**config.mk**
```make
export PLATFORM = sky130hd
export DESIGN_NAME = mux_n_1_arb_v
export DESIGN_NICKNAME = d
export VERILOG_FILES = /design/src/rtl/mux_n_1_arb_v.sv
export SDC_FILE = /design/constraint.sdc
export NUM_CORES = 1
export LEC_CHECK = 0
export ABC_AREA = 1
export BUFFER_PORTS_ARGS = -buffer_cell sky130_fd_sc_hd__buf_2
export CORE_MARGIN = 3
export CORE_UTILIZATION = 35
export CTS_CLUSTER_DIAMETER = 120
export DETAILED_ROUTE_END_ITERATION = 8
export SYNTH_ARGS = -nofsm -noshare
export SYNTH_HDL_FRONTEND = slang
export SYNTH_SLANG_ARGS = --single-unit
```
**constraint.sdc**
```tcl
create_clock -name i_clk -period 5.69 [get_ports i_clk]
set_input_delay 0.569 -clock i_clk [delete_from_list [all_inputs] [get_ports i_clk]]
set_output_delay 0.569 -clock i_clk [all_outputs]
set_load 0.02 [all_outputs]
```
**src/rtl/mux_n_1_arb_v.sv**
```systemverilog
// Registered N:1 multiplexer with a valid/ready handshake on every input and
// on the output. Select is either a direct channel code or round-robin
// arbitration among the valid channels.
module mux_n_1_arb_v #(
   parameter int unsigned N_CH   = 8,
   parameter int unsigned DATA_W = 8,
   parameter int unsigned SEL_W  = 3
) (
   input  logic                     i_clk,
   input  logic                     i_rst,
   input  logic                     i_mode,
   input  logic [SEL_W-1:0]         i_sel_code,
   input  logic [N_CH-1:0]          i_valid,
   input  logic [N_CH*DATA_W-1:0]   i_data,
   output logic [N_CH-1:0]          o_ready,
   input  logic                     i_ready,
   output logic                     o_valid,
   output logic [DATA_W-1:0]        o_code,
   output logic [SEL_W-1:0]         o_ch
);

   localparam logic [SEL_W-1:0] LAST_CH = SEL_W'(N_CH - 1);

   logic              valid_q, valid_d;
   logic [DATA_W-1:0] code_q,  code_d;
   logic [SEL_W-1:0]  ch_q,    ch_d;
   logic [SEL_W-1:0]  last_gnt_q, last_gnt_d;

   logic              grant_found;
   logic [SEL_W-1:0]  gnt_idx;
   logic [DATA_W-1:0] sel_data;
   logic              load_en;
   logic              xfer;

   // Output stage may load when empty or when its word leaves this cycle.
   assign load_en = !valid_q || i_ready;
   assign xfer    = grant_found && load_en && !i_rst;

   // Grant selection: direct code lookup, or rotating scan after last grant.
   always_comb begin
      int unsigned cand;
      grant_found = 1'b0;
      gnt_idx     = '0;
      cand        = 0;
      if (!i_mode) begin
         // Codes at or above N_CH match no channel, so they never grant.
         for (int unsigned k = 0; k < N_CH; k++) begin
            if (i_sel_code == SEL_W'(k) && i_valid[k]) begin
               grant_found = 1'b1;
               gnt_idx     = SEL_W'(k);
            end
         end
      end else begin
         for (int unsigned off = 1; off <= N_CH; off++) begin
            cand = 32'(last_gnt_q) + off;
            if (cand >= N_CH) begin
               cand = cand - N_CH;
            end
            for (int unsigned k = 0; k < N_CH; k++) begin
               if (!grant_found && k == cand && i_valid[k]) begin
                  grant_found = 1'b1;
                  gnt_idx     = SEL_W'(k);
               end
            end
         end
      end
   end

   // Data multiplexer driven by the granted index.
   always_comb begin
      sel_data = '0;
      for (int unsigned k = 0; k < N_CH; k++) begin
         if (gnt_idx == SEL_W'(k)) begin
            sel_data = i_data[k*DATA_W +: DATA_W];
         end
      end
   end

   // One-hot accept toward the granted producer, only when a load can happen.
   always_comb begin
      o_ready = '0;
      for (int unsigned k = 0; k < N_CH; k++) begin
         if (xfer && gnt_idx == SEL_W'(k)) begin
            o_ready[k] = 1'b1;
         end
      end
   end

   // Next state of the output stage and round-robin pointer.
   always_comb begin
      valid_d    = valid_q;
      code_d     = code_q;
      ch_d       = ch_q;
      last_gnt_d = last_gnt_q;
      if (xfer) begin
         valid_d = 1'b1;
         code_d  = sel_data;
         ch_d    = gnt_idx;
         if (i_mode) begin
            last_gnt_d = gnt_idx;
         end
      end else if (valid_q && i_ready) begin
         valid_d = 1'b0;
      end
   end

   // State registers with synchronous reset.
   always_ff @(posedge i_clk) begin
      if (i_rst) begin
         valid_q    <= 1'b0;
         code_q     <= '0;
         ch_q       <= '0;
         last_gnt_q <= LAST_CH;
      end else begin
         valid_q    <= valid_d;
         code_q     <= code_d;
         ch_q       <= ch_d;
         last_gnt_q <= last_gnt_d;
      end
   end

   assign o_valid = valid_q;
   assign o_code  = code_q;
   assign o_ch    = ch_q;

endmodule

```
## After elaboration in Yosys (flattened, before gate mapping)

Cells that the tools add are included.
Widths: inputs -> output; s select.

- Bits of input ports: 79
- Register bits after elaboration: 15
- Logic and storage cells: 563
- Output and inout bits: 20

- Multiplexer cells: 241
- Equality and inequality tests: 70
- $add $sub $neg: 16
- $lt $le $gt $ge: 8
- Reductions and logical operators: 224

Operator list:

| kind | number |
|---|---|
| $eq 3x32->1 const A | 32 |
| $eq 2x32->1 const A | 16 |
| $mux 32 | 16 |
| $eq 1x32->1 const A | 8 |
| $logic_not 32->1 | 8 |
| $mux 3 | 69 |
| $mux 1 | 148 |
| $logic_and 1x1->1 | 146 |
| $logic_not 1->1 | 65 |
| $mux 8 | 8 |
| $sub 4x4->5 const B | 7 |
| $ge 4x4->1 const B | 7 |
| $eq 3x3->1 const B | 8 |
| $add 3x3->4 const B | 4 |
| $eq 3x2->1 const B | 4 |
| $add 3x2->4 const B | 2 |
| $eq 3x1->1 const B | 2 |
| $logic_not 3->1 | 2 |
| $sub 5x4->6 const B | 1 |
| $add 3x4->5 const B | 1 |
| $ge 5x4->1 const B | 1 |
| $add 3x1->4 const B | 1 |
| $reduce_and 2->1 | 1 |
| $reduce_bool 2->1 | 1 |
| $logic_or 1x1->1 | 1 |

## Depth between registers and ports, before layout

Gate-level depths: netlist of run 1.

- Depth after elaboration: 332
- Mapped depth: 49
- Depth with buffers taken out: 48

## Worst setup path after synthesis of run 1

OpenSTA, ideal clock, no wires.

- Kind: register -> output
- Start point: register last_gnt_q[0]
- End point: output o_ready[6]
- Stages on the path, launching flop included: 44
- Arrival time: 5632 ps
- Path buffers: 3
- Required time: 5121 ps
- Slack: -511 ps
- Path through: dfxtp_1 buf_4 nand2_2 inv_1 ha_1 nand3_1 nand2_1 nor2_4 nand4_4 nor2_2 nand4_1 nor2_2 nand4_2 nor2_2 nand4_2 nor2_2 nand4_2 nor2_2 [... 8 more ...] nand4_2 nor2_2 nand4_2 nor2_2 nand4_2 nor2_2 nand4_2 nor2_2 nand4_2 nor2_4 nand3_1 nor2_2 nand3_1 nand2_1 nand2_2 buf_6 buf_2 nor4_1

- Longest elaborated chain between the ends: 327
- Elaborated cells on any way between the ends: 491

Ends and longest elaborated chain:

| element | RTL line | source |
|---|---|---|
| start: declaration | 27 | `logic [SEL_W-1:0] last_gnt_q, last_gnt_d;` |
| start signal: assignment | 118 | `last_gnt_q <= last_gnt_d;` |
| parallel branches: the longest is 325 deep, another holds $sub 4x4->5 | n/a |  |
| $logic_and 1x1->1 (*) | 83 | `if (xfer && gnt_idx == SEL_W'(k)) begin` |
| $mux 1 (*) | 83 |  |
| end: declaration | 15 | `output logic [N_CH-1:0] o_ready,` |

Every way passes the cells marked *. The select of a mux whose other input is x is not followed.

## Worst setup path after layout of run 1

- Start point: register last_gnt_q[2]
- End point: output o_ready[7]

The elaborated chain is that of the path after synthesis.

==> results of run 1 <==
==> worst max-delay path, delay by kind of cell (launching register included) <==
| family | cells | cell delay [ns] |
|---|---|---|
| adders and majority gates | 1 | 0.25 |
| buffers and inverters | 3 | 0.26 |
| DFF | 1 | 0.34 |
| and+or+nand+nor | 38 | 4.34 |
==> logic make-up (layout without fill, tap and decap cells) <==
kind of cell / count (synthesis) / in the layout / synth area share
buf+inv: 105 / 283 / 0.142
fa+ha+maj: 6 / 6 / 0.0259
flops: 15 / 15 / 0.104
simple gates: 350 / 350 / 0.605
compound gates: 58 / 58 / 0.123
==> placed cells by master (no fill, tap or decap), types with 2 or more instances in the layout <==
| master | n |
|---|---|
| buf_2 | 90 |
| nor2_1 | 88 |
| buf_4 | 86 |
| nand2_1 | 83 |
| inv_1 | 78 |
| nand3_1 | 43 |
| nand4_1 | 35 |
| nor3_1 | 25 |
| nor2_2 | 19 |
| a21oi_1 | 17 |
| a21oi_2 | 13 |
| dfxtp_1 | 13 |
| nand4_2 | 11 |
| o21ai_0 | 11 |
| buf_6 | 11 |
| nand2_2 | 8 |
| inv_2 | 7 |
| nand3_2 | 7 |
| nand2_4 | 6 |
| nor2_4 | 6 |
| a31oi_1 | 6 |
| nor3_2 | 6 |
| o2111ai_1 | 5 |
| nor4_1 | 5 |
| ha_1 | 5 |
| clkbuf_8 | 3 |
| buf_12 | 3 |
| inv_4 | 2 |
| nand4_4 | 2 |
| a41oi_1 | 2 |
| nor3_4 | 2 |
| dfxtp_2 | 2 |
==> where the power goes <==
part	switching [W]	internal (W)
logic	0.000365	0.000282
registers	0.00000819	0.000120
clock network	0.0000330	0.0000495
==> cell usage after synthesis (2+ instances only) <==
library cell / n
o2111ai_1: 5
nand2_1: 90
a21oi_2: 6
inv_1: 82
a41oi_1: 2
nor2_4: 2
nand4_1: 35
nand4_2: 12
a31oi_1: 6
nor3_4: 2
nand2_2: 7
dfxtp_1: 15
buf_2: 3
nor4_1: 6
clkbuf_1: 10
o21ai_0: 12
ha_1: 6
inv_2: 6
a21oi_1: 24
nor2_1: 95
nand3_1: 49
nor3_1: 31
nor2_2: 16
==> routing by layer <==
| metal | vias to the layer above | global-route usage |
|---|---|---|
| li1 | 2154 | - |
| met1 | 1992 | 0.310 |
| met2 | 184 | 0.411 |
| met3 | 35 | 0.0332 |
| met4 | 0 | 0.0918 |
| met5 | - | 0 |
==> layout make-up <==
type                       instances  share of cell area
sequential                        15              0.0673
clock buffer                       4              0.0100
tap                              102              0.0284
inverter                          89              0.0774
timing repair buffer             190               0.285
multi-input combinational        414               0.532
==> metrics by stage <==
step | power, W | instances | hold slack, ns | area (um^2)
2_1_floorplan | 0.000461 | 534 | 0.556 | 2950
3_3_place_gp | 0.000672 | 783 | 0.464 | 4020
3_5_place_dp | 0.000677 | 783 | 0.468 | 4020
4_1_cts | 0.000817 | 799 | 0.476 | 4300
5_1_grt | 0.000925 | 814 | 0.497 | 4500
6_report | 0.000859 | 814 | 0.466 | 4500
==> sequential cells by signal, summed over array words and instances (netlist names) <==
signal,cells
o_code,8
last_gnt_q,3
o_ch,3
o_valid,1
==> worst paths after layout <==
| check | start | endpoint | slack, ns | cells past startpoint |
|---|---|---|---|---|
| setup / recovery | last_gnt_q[2] | o_ready[7] | -0.33 | 42 |
| hold / removal | o_code[6] | o_code[6] | 0.47 | 2 |
| setup reg to reg | last_gnt_q[2] | o_code[7] | -0.12 | 46 |
| hold reg to reg | o_code[6] | o_code[6] | 0.47 | 2 |
==> repair_timing <==
item,in CTS,in global routing
gates resized for setup,43,23
gates cloned,1,0
setup buffers,12,15
pin swaps,15,21
endpoints found under the setup margin,16,21
hold buffers,0,0
==> flow_summary.ini, run 1 <==
[logic_synthesis]
ys_seq_elements = 15
synth_top_cell_area_share = 0.123
syn_inst = 534
yosys.area.top_type = nor2_1
synth-seq-area-share = 0.104
yosys_warnings = 0
ys_types = 35
syn_nets = 619
async_flop_share = 0
syn_area_per_cell_um2 = 5.42
postSynth.topFlopCell = dfxtp_1
synth_enable_flop_cells = 0
synth_area_um2 = 2890
synth.area.top_cells = nor2_1 12%, nand2_1 12%, inv_1 11%, dfxtp_1 10%, nand3_1 8.5%

[die]
core_um2 = 7890
dieHeight_um = 96.9
die-width_um = 96.9
start_util = 0.367
dieArea_um2 = 9400
num_rows = 32
ioPinCount = 99

[run_status]
status = complete, but fails checks
violations = setup timing

[finish]
n_fill_cell = 769
multi_input_area_um2 = 2390
seqCellArea_um2 = 303
syn2layout_area_growth_pct = 55.4
diodes = 0
utilization = 0.570
nets = 798
drive_gt1_frac = 0.407

[worst_setup_path]
crit_fanout = 6
cp_slowest_stage_delay_ns = 0.34
crit_path_end_kind = primary output
criticalPathCategory = flop to primary output
cp.arrival_ns = 5.45
required_ns = 5.12
start_kind = flop
crit_slowest_cell = dfxtp_1
crit_top_cell = nor2_2

[job]
maxCapViolCount = 0

[pwr]
power_leakage_nw = 2.23
ir_worst_vdd_v = 0.000119
power_density_nw_per_um2 = 191

[route]
wl_met2_um = 5740
met1_length_um = 4950
drtAntennaViolNets = 0
vias_per_cell = 5.36
drt_iter0_drc = 206
via_count = 4365
drt-total-wl_um = 11900
drt_pass1_iterations = 5
highest_layer = met4
wl_per_cell_um = 14.6
drcViolationCount = 0
wl_met3_um = 877

[timing]
slew_viol_final = 0
worstMarginPinSlew_ns = 0.494
relSlewSlack = 0.668
clock_skew_ns = 0.00258
setup_tns_ns = -2.95
fin_ws_ns = -0.326
min_period_ns = 6.02
hold_viol = 0
finalSetupViolations = 16
fmaxAchievable_mhz = 166
fin_crit_sh = 1.06
rsz0062_at_grt = yes

[placed_design]
post-place-ws_ns = -0.182
io_buffers = 98
dp_hpwl_um = 9600
gp_congestion = 0.905

[clock_network]
cts_buffer_depth = 2
clkSinkCount = 15
tritoncts = done
htreeDepth = 1
clk_pin_slew_ns = 0.06
cts-root-buf = clkbuf_8
clk_latency_ns = 0.24
numCtsBuffers = 3

[global_route]
grt_pass1_vias = 4185
grt_antenna_before_repair = 0
grt_max_degree = 19
grt_pass1_wl_um = 19200
grt_usage = 0.242
globalRouteOverflowTotal = 0

[worst_hold_path]
hold_path.class = flop to flop
No activity file was read; power rests on OpenSTA's default activity.
==> inputs of run 2 (changes only) <==
Settings changed: GPL_TIMING_DRIVEN set to 0.
==> flow_summary.ini, run 2 (synthesized netlist as in run 1, its figures left out) <==
[run_status]
status = complete, but fails checks
violations = setup timing

[clock_network]
htreeDepth = 1
postCtsHoldBufs = 0
cts-root-buf = clkbuf_8
numCtsBuffers = 3
clkSinkCount = 15
clk_latency_ns = 0.24
tritoncts = done
clk_pin_slew_ns = 0.06
cts_buffer_depth = 2

[route]
drt-total-wl_um = 12600
via_count = 4404
drtAntennaViolNets = 0
vias_per_cell = 5.47
drcViolationCount = 0
drt_pass1_iterations = 5
wl_per_cell_um = 15.7
drt_iter0_drc = 371

[global_route]
grt_pass1_vias = 4279
grt_antenna_before_repair = 0
globalRouteOverflowTotal = 0
grt_max_degree = 11
grt_usage = 0.247
grt_pass1_wl_um = 19700

[die]
die-width_um = 96.9
ioPinCount = 99
dieArea_um2 = 9400
dieHeight_um = 96.9
num_rows = 32
start_util = 0.367
core_um2 = 7890

[finish]
drive_gt1_frac = 0.435
nets = 789
diodes = 0
largest_reg_flops = 8
syn2layout_area_growth_pct = 61.9
post-route-cell-area_um2 = 4690
post_layout_nonfiller_instances = 805
final_common_cell = buf_2
layout_common_cells = 90 x buf_2, 80 x nand2_1, 78 x inv_1, 76 x nor2_1, 62 x buf_4

[pwr]
power_density_nw_per_um2 = 197
power_leakage_nw = 2.22
p_total_w = 0.000925
pwr-share-comb = 0.768
p_seq_frac = 0.141
p_int_w = 0.000479
pwr-share-clk = 0.091
ir_worst_vdd_v = 0.000124
sw_frac_of_total = 0.482
power.switching_w = 0.000446

[placed_design]
dp_cells = 733
dp_hpwl_um = 9270
io_buffers = 97
dpl_cell_area_um2 = 3570
gp_congestion = 0.943

[timing]
fin_ws_ns = -0.642
hold_viol = 0
worstMarginPinSlew_ns = 0.661
finalSetupViolations = 21
setup_tns_ns = -8.48
clock_skew_ns = 0.00516
relSlewSlack = 0.560
min_period_ns = 6.33
fmaxAchievable_mhz = 158
slew_viol_final = 0
fin_crit_sh = 1.11
rsz0062_at_grt = yes

[worst_setup_path]
criticalPathCategory = flop to primary output
crit_path_end_kind = primary output
reg2reg_slack_ns = -0.37
crit_slowest_cell = dfxtp_4
cp_top_family = buffers and inverters
start_kind = flop
cp_slowest_stage_delay_ns = 0.36
required_ns = 5.12
crit_fanout = 6
cp.arrival_ns = 5.76
crit_top_cell = buf_4
critPathBufInv = 21

[worst_hold_path]
hold_path.class = flop to flop

[job]
maxCapViolCount = 0
==> run 2: changes by cell type in the layout (fill, tap and decap cells not counted), sizes merged <==
cell | previous run | this run
inv | 87 | 89
clkbuf | 4 | 13
buf | 190 | 171
clkinvlp | 1 | 0
==> run 2: what timing repair did <==
item,in CTS,in global routing
gates resized for setup,87,65
setup buffers,55,15
gates cloned,2,0
endpoints found under the setup margin,23,23
pin swaps,42,55
==> run 2: cell type report <==
type	instances	area, um^2
Buffer	15	144
Clock buffer	3	41.3
Clock inverter	1	5.00
Fill cell	725	3200
Inverter	89	357
Multi-Input combinational cell	414	2610
Sequential cell	15	312
Tap cell	102	128
Timing Repair Buffer	166	1090
==> run 2: through the flow <==
| step | worst slack (ns) | util | hold WS, ns |
|---|---|---|---|
| finish | -0.642 | 0.594 | 0.475 |
| detailed placement | -0.919 | 0.452 | 0.468 |
| global route | -1.09 | 0.594 | 0.488 |
| global placement | -0.737 | 0.452 | 0.464 |
| floorplan | -0.00683 | - | 0.556 |
| CTS | -0.839 | 0.552 | 0.483 |
==> run 2: final timing paths <==
path                      to  depth (start not counted)     startpoint
setup / recovery  o_ready[6]                         48  last_gnt_q[0]
hold / removal     o_code[1]                          2      o_code[1]
setup reg to reg   o_code[1]                         50  last_gnt_q[0]
hold reg to reg    o_code[1]                          2      o_code[1]
==> run 2: worst register-to-register path: cells and delay by family, from the launching register on <==
| family | cells | cell delay (ns) |
|---|---|---|
| fa+ha+maj | 1 | 0.28 |
| flops | 1 | 0.36 |
| compound gates | 4 | 0.52 |
| simple gates | 27 | 3.11 |
| buf+inv | 18 | 1.69 |
==> run 2: power groups by stage <==
| stage | clock [W] | combinational (W) | sequential, W |
|---|---|---|---|
| 3_3_place_gp | 0 | 0.000464 | 0.000131 |
| 6_report | 0.0000841 | 0.000710 | 0.000131 |
| 3_5_place_dp | 0 | 0.000469 | 0.000131 |
| 4_1_cts | 0.0000861 | 0.000629 | 0.000131 |
| 5_1_grt | 0.0000916 | 0.000761 | 0.000133 |
| 2_1_floorplan | 0 | 0.000314 | 0.000147 |
==> run 2: routing by layer <==
| metal | part of all wire | vias up | global-route usage |
|---|---|---|---|
| met1 | 0.42 | 2005 | 0.327 |
| met2 | 0.48 | 232 | 0.425 |
| met4 | 0.020 | 0 | 0.0540 |
| met3 | 0.077 | 35 | 0.0317 |
| li1 | - | 2132 | - |
| met5 | 0 | - | 0 |
